--- src/rtl/stage5_writeback.sv ---
// Writeback stage: formats retiring results into one holding register that drives the register-file write port.
// Latency 1 from accept to write; tready drops only while a pending write waits on regport_write_ready.
module stage5_writeback #(
  parameter  int WIDTH          = 32,
  parameter  int REGISTER_DEPTH = 32,
  localparam int AW             = $clog2(REGISTER_DEPTH),
  localparam int TDATA_W        = 3 * WIDTH + 7 + AW + 3 + 2
) (
  input  logic               clk,
  input  logic               rst,
  input  logic               axis_in_tvalid,
  output logic               axis_in_tready,
  input  logic [TDATA_W-1:0] axis_in_tdata,
  output logic               regport_write_enable,
  output logic [AW-1:0]      regport_write_address,
  output logic [WIDTH-1:0]   regport_write_data,
  input  logic               regport_write_ready,
  output logic               fwd_valid,
  output logic [AW-1:0]      fwd_rd,
  output logic [WIDTH-1:0]   fwd_data,
  output logic               misaligned_load,
  output logic [63:0]        instret
);

  localparam logic [6:0] OP_LOAD                 = 7'b0000011;
  localparam logic [6:0] OP_STORE                = 7'b0100011;
  localparam logic [6:0] OP_BRANCH               = 7'b1100011;
  localparam logic [6:0] OP_JAL                  = 7'b1101111;
  localparam logic [6:0] OP_JALR                 = 7'b1100111;
  localparam logic [6:0] OP_ARITHMETIC           = 7'b0110011;
  localparam logic [6:0] OP_ARITHMETIC_IMMEDIATE = 7'b0010011;
  localparam logic [6:0] OP_AUIPC                = 7'b0010111;
  localparam logic [6:0] OP_LUI                  = 7'b0110111;

  typedef struct packed {
    logic [WIDTH-1:0] program_counter;
    logic [6:0]       opcode;
    logic [AW-1:0]    rd;
    logic [2:0]       funct3;
    logic [WIDTH-1:0] alu_result;
    logic [WIDTH-1:0] load_data;
    logic [1:0]       byte_offset;
  } tdata_t;

  tdata_t           in_s;
  logic             accept;
  logic [WIDTH-1:0] shifted;
  logic [WIDTH-1:0] load_val;
  logic             load_ok;
  logic             load_misaligned;
  logic [WIDTH-1:0] result;
  logic             result_ok;
  logic             is_misaligned;
  logic             new_write_flag;

  logic             hold_valid_q, hold_valid_d;
  logic             write_flag_q, write_flag_d;
  logic [AW-1:0]    rd_q, rd_d;
  logic [WIDTH-1:0] data_q, data_d;
  logic             misaligned_q, misaligned_d;
  logic [63:0]      instret_q, instret_d;

  assign in_s   = tdata_t'(axis_in_tdata);
  assign accept = axis_in_tvalid && axis_in_tready;

  always_comb begin
    shifted         = in_s.load_data >> {in_s.byte_offset, 3'b000};
    load_val        = '0;
    load_ok         = 1'b1;
    load_misaligned = 1'b0;
    case (in_s.funct3)
      3'b000: load_val = {{(WIDTH-8){shifted[7]}}, shifted[7:0]};
      3'b001: begin
        load_val        = {{(WIDTH-16){shifted[15]}}, shifted[15:0]};
        load_misaligned = (in_s.byte_offset == 2'd3);
      end
      3'b010: begin
        load_val        = shifted;
        load_misaligned = (in_s.byte_offset != 2'd0);
      end
      3'b100: load_val = {{(WIDTH-8){1'b0}}, shifted[7:0]};
      3'b101: begin
        load_val        = {{(WIDTH-16){1'b0}}, shifted[15:0]};
        load_misaligned = (in_s.byte_offset == 2'd3);
      end
      default: load_ok = 1'b0;
    endcase
  end

  always_comb begin
    result        = in_s.alu_result;
    result_ok     = 1'b0;
    is_misaligned = 1'b0;
    case (in_s.opcode)
      OP_LOAD: begin
        result        = load_val;
        result_ok     = load_ok;
        is_misaligned = load_misaligned;
      end
      OP_JAL, OP_JALR: begin
        result    = in_s.program_counter + WIDTH'(4);
        result_ok = 1'b1;
      end
      OP_ARITHMETIC, OP_ARITHMETIC_IMMEDIATE, OP_AUIPC, OP_LUI: result_ok = 1'b1;
      OP_STORE, OP_BRANCH: result_ok = 1'b0;
      default: result_ok = 1'b0;
    endcase
    new_write_flag = result_ok && !is_misaligned && (in_s.rd != '0);
  end

  // Stage drains when its write lands or when it carries no write at all.
  assign axis_in_tready = !hold_valid_q || regport_write_ready || !write_flag_q;

  always_comb begin
    hold_valid_d = hold_valid_q;
    write_flag_d = write_flag_q;
    rd_d         = rd_q;
    data_d       = data_q;
    misaligned_d = accept && is_misaligned;
    instret_d    = instret_q;
    if (accept) begin
      hold_valid_d = 1'b1;
      write_flag_d = new_write_flag;
      rd_d         = in_s.rd;
      data_d       = result;
      instret_d    = instret_q + 64'd1;
    end else if (hold_valid_q && (regport_write_ready || !write_flag_q)) begin
      hold_valid_d = 1'b0;
      write_flag_d = 1'b0;
    end
  end

  always_ff @(posedge clk or negedge rst) begin
    if (!rst) begin
      hold_valid_q <= 1'b0;
      write_flag_q <= 1'b0;
      rd_q         <= '0;
      data_q       <= '0;
      misaligned_q <= 1'b0;
      instret_q    <= 64'd0;
    end else begin
      hold_valid_q <= hold_valid_d;
      write_flag_q <= write_flag_d;
      rd_q         <= rd_d;
      data_q       <= data_d;
      misaligned_q <= misaligned_d;
      instret_q    <= instret_d;
    end
  end

  assign regport_write_enable  = hold_valid_q && write_flag_q;
  assign regport_write_address = rd_q;
  assign regport_write_data    = data_q;
  assign fwd_valid             = hold_valid_q && write_flag_q;
  assign fwd_rd                = rd_q;
  assign fwd_data              = data_q;
  assign misaligned_load       = misaligned_q;
  assign instret               = instret_q;

endmodule

--- config.mk ---
export PLATFORM = sky130hd
export DESIGN_NAME = stage5_writeback
export DESIGN_NICKNAME = d
export VERILOG_FILES = /design/src/rtl/stage5_writeback.sv
export SDC_FILE = /design/constraint.sdc
export NUM_CORES = 1
export LEC_CHECK = 0
export ABC_CLOCK_PERIOD_IN_PS = 3100
export CELL_PAD_IN_SITES_DETAIL_PLACEMENT = 0
export CELL_PAD_IN_SITES_GLOBAL_PLACEMENT = 2
export CORE_MARGIN = 5
export CORE_UTILIZATION = 27
export DETAILED_ROUTE_END_ITERATION = 10
export GPL_TIMING_DRIVEN = 1
export HOLD_SLACK_MARGIN = 0.05
export PLACE_DENSITY = 0.93
export SLEW_MARGIN = 20
export SYNTH_ARGS = -nofsm -noshare
export SYNTH_HDL_FRONTEND = slang
export SYNTH_SLANG_ARGS = --single-unit
--- constraint.sdc ---
create_clock -name clk -period 3.1 [get_ports clk]
set_clock_uncertainty 0.15 [all_clocks]
set_input_delay 0.31 -clock clk [delete_from_list [all_inputs] [get_ports clk]]
set_output_delay 0.31 -clock clk [all_outputs]
set_load 0.01 [all_outputs]
Word-level counts from Yosys, hierarchy flattened. Cells that the tools add are included.

Register bits: 104. Input bits: 117. Word-level logic and storage cells: 50.

Add/sub/neg operators: 2. Equality and inequality tests: 12. Shifts and indexed selects: 1. Mux-type cells: 9. Reductions and logical operators: 20.

Operator list (count): case mux 32 bit (5 select lines) (1); adder 64 x 1 -> 64 bit, second input constant (1); case mux 32 bit (2 select lines) (1); adder 32 x 3 -> 32 bit, second input constant (1); right shift 32 x 5 -> 32 bit (1); equality test 7 x 5 -> 1 bit, second input constant (2); equality test 7 x 6 -> 1 bit, second input constant (2); equality test 7 bit, second input constant (2); equality test 7 x 2 -> 1 bit, second input constant (1); equality test 3 bit, second input constant (2); logical AND 1 bit (6); OR reduction 6 bit (1); two-way mux 1 bit (5); nonzero test 5 bit (1); OR reduction 5 bit (1); case mux 1 bit (2 select lines) (2); nonzero test 2 bit (2); OR reduction 2 bit (2); equality test 3 x 1 -> 1 bit, second input constant (1); equality test 3 x 2 -> 1 bit, second input constant (1); logical NOT 1 bit (3); logical NOT 3 bit (1); logical OR 1 bit (3); equality test 2 bit, second input constant (1).

Depth between registers and ports, before layout.
Word-level depth: 8. Mapped depth: 7. Gate-level depth less buffers: 6.

Least setup slack after synthesis. No wires, ideal clock.

Path kind: register -> register. Start point: register instret_q[10], in the netlist instret[10]. End point: register instret_q[37], in the netlist instret[37]. Library setup time: 126 ps. Arrival time: 1795 ps. Data required time: 2824 ps. Slack: 1029 ps. Stages on the path, launching flop included: 7. Period minus slack after synthesis: 2071 ps. Path through: dfrtp_1 nand4_1 nor4_4 and3_1 buf_2 nand4_1 xnor2_1.

Longest elaborated chain between the ends: 1.

RTL lines: from (decl) (line 61) `logic [63:0] instret_q, instret_d;`; from (signal assigned) (line 147) `instret_q <= instret_d;`; adder 64 x 1 -> 64 bit (line 126) `instret_d = instret_q + 64'd1;`.

No other way between the ends. A chain may end at the register's enable or synchronous reset.

Final worst setup path. Same ends and word-level chain as after synthesis.

==> impl_metrics.csv <==
group,metric,value,unit
run_status,status,"completed",
place,port_buffers,258,
sta,worst-slew-pin-transition,0.731,ns
synth,synthArstFlopShare,100,%
setup_path,criticalPathCategory,"reg -> reg",
synth,synth_common_cells,"104 x dfrtp_1, 80 x nand2_1, 60 x nor2_1, 45 x xnor2_1, 39 x buf_4",
pwr,p_int,2680,uW
clocking,cts.sinks,104,
clocking,cts_tree,"done",
clocking,clockBufferDepth,2,
pwr,power_switching,1080,uW
sta,rsz0062_at_grt,"no",
drt,vias,6288,
die,num_io_pins,259,
pwr,clkPwrFrac,34.6,%
synth,synth-main-ff-cell,"dfrtp_1",
cells_and_area,seq_area,0.00260,mm2
synth,syn_inst,712,
cells_and_area,fin_nets,1049,
sta,fmax,419,MHz
drt,via_per_inst,4.99,
sta,fin_setup_tns,0,ns
die,fp.dieH,166,um
clocking,cts_root_buffer,"clkbuf_16",
worst_hold_path,worstHoldPathType,"reg -> reg",
drt,drtPass1Iterations,5,
place,finalWeightedCongestion,0.850,
pwr,p_seq_share,41.6,%
synth,ys_ff_latch,104,
synth,syn_nets,831,
sta,hold_viol,0,
pwr,swShare,28.6,%
clocking,cts-buffers-inserted,9,
setup_path,worstSetupStartpointType,"register",
clocking,postCtsSetupBuffers,0,
drt,wl_per_cell,19.2,um
sta,whs,0.317,ns
drt,final_antenna_net_count,0,
global_routing,grt_first_pass_wirelength,38100,um
die,die_w,166,um
global_routing,grt_max_degree,58,
synth,synth_area,0.00654,mm2
synth,synth_most_common_cell,"dfrtp_1",
clocking,clk_latency,0.36,ns
cells_and_area,fill_cells,2427,
cells_and_area,area.growth.synth_to_final,46.6,%
place,post-place-ws,0.329,ns
synth,yosys-top-cells-area,"dfrtp_1 40%, xnor2_1 6.0%, xor2_1 4.7%",
synth,synth_top_area_share,39.8,%
synth,postSynthAreaPerCell,9.19,um2
drt,wirelength,24200,um
synth,synth_warnings,0,
clocking,path_clk_slew,0.08,ns
setup_path,cp_max_fo,8,
place,place_hpwl,19400,um
setup_path,cp_data_arrival_time,2.48,ns
die,dieArea,0.0274,mm2
drt,drc,0,
job,max-cap-violations,0,
sta,relSlewSlack,51.2,%
die,start_util,27.1,%
drt,drtIter0Drc,402,
die,rows,57,
synth,synth-edff-count,0,
synth,yosysSeqAreaShare,39.8,%
setup_path,end_kind,"register",
global_routing,overflow,0,
clocking,htree_num_levels,3,
cells_and_area,utilization,39.8,%
global_routing,grt_usage,17.3,%
pwr,ir_worst_vdd,0.000253,V
global_routing,antenna_found_initial,2,
cells_and_area,multi_input_area,0.00347,mm2
pwr,p_per_area,392,mW/mm2
cells_and_area,layout.cells.non_filler,1261,
global_routing,first_global_vias,6474,
die,core,0.0241,mm2
setup_path,required,3.19,ns
sta,setup_ws,0.712,ns
cells_and_area,layout-drive-gt1-share,6.52,%
synth,ys_types,65,
sta,fin_crit_sh,77.0,%
sta,setup_viol_count_final,0,
sta,fin_crit,2.39,ns
pwr,p_comb_share,23.7,%
sta,maxSlewViolCount,0,
pwr,p_leak,0.00395,uW
place,place_inst,1242,
synth,yosys.area.top_type,"dfrtp_1",
## final timing paths
kind                             start           to  slack [ns]  cells past startpoint
max in group asynchronous          rst  instret[55]        1.67                      3
min in group asynchronous          rst  instret[24]        0.37                      2
hold reg to reg            instret[63]  instret[63]        0.32                      1
setup / recovery           instret[10]  instret[37]        0.71                      5
setup reg to reg           instret[10]  instret[37]        0.71                      5
hold / removal             instret[63]  instret[63]        0.32                      1
## timing repair
action | CTS | global route
endpoints found under the hold margin | 47 | 0
hold buffers | 1 | 0
resized for setup | 0 | 0
## through the flow
stage	cell area (um2)	total power, uW
floorplan	6540	1950
global placement	9240	2490
detailed placement	9240	2490
CTS	9590	3810
global route	9590	3930
finish	9590	3760
## power by group through the flow
stage	logic (uW)	clock network, uW	registers [uW]
floorplan	346	0	1600
global placement	896	0	1590
detailed placement	899	0	1590
CTS	902	1340	1570
global route	962	1390	1580
finish	892	1300	1560
## per-layer routing
metal | global-route usage [%] | part of all wire, % | up-vias
met3 | 4.43 | 7.1 | 29
met5 | 0 | 0 | -
met1 | 22.7 | 44 | 3006
met2 | 28.6 | 48 | 257
met4 | 4.52 | 1.8 | 0
li1 | - | - | 2996
## worst max-delay path: stages (launching register included)
cell and delay [ns]:
dfrtp_1 0.47, nand4_1 0.24, nor4_4 0.64, and3_1 0.46, nand4_1 0.16, xnor2_1 0.16
## cell usage in the layout, fill, tap and decap left out, types with 3 or more instances in the layout
cell             instances
buf_4                   17
o211ai_1                 4
nand2b_1                 3
and4_1                   8
o22ai_1                 10
nor4_4                   3
inv_8                    3
dfrtp_1                104
and3_1                  18
xor2_1                  35
nor3_1                  15
mux2_2                   6
a22oi_1                 11
or3_1                    5
nor4_2                   4
a21oi_1                 14
a21o_1                   3
a211oi_1                 3
xnor2_1                 45
nand4_1                 25
o31a_1                   4
and2_1                   4
nor2b_1                  5
nor2_1                  60
mux2i_1                 20
or4_1                    4
a221oi_1                11
a32oi_1                  5
o21ai_0                 17
inv_1                   13
nand3_1                 28
a31oi_1                 18
o21ai_1                  6
clkbuf_16                9
nor4_1                  13
nand2_1                 80
clkdlybuf4s50_1        256
## layout make-up
| class | instances | share of cell area [%] |
|---|---|---|
| clock buffer | 9 | 2.35 |
| timing repair buffer | 276 | 28.4 |
| inverter | 13 | 0.509 |
| clock inverter | 7 | 1.15 |
| multi-input combinational | 526 | 36.2 |
| tap | 324 | 4.23 |
| sequential | 104 | 27.1 |
| antenna | 2 | 0.0522 |
## kinds of logic after synthesis
group,Yosys count,share of synthesized area [%]
simple gates,293,24.5
mux,27,4.44
fa+ha+maj,2,0.382
compound gates,124,13.0
buf+inv,82,7.19
xor+xnor,80,10.7
flops,104,39.8
## state kept, by name (all words and copies together) (netlist names)
signal           cells
instret             64
fwd_data            32
fwd_rd               5
hold_valid_q         1
misaligned_load      1
write_flag_q         1
(Power assumes the default switching activity.)
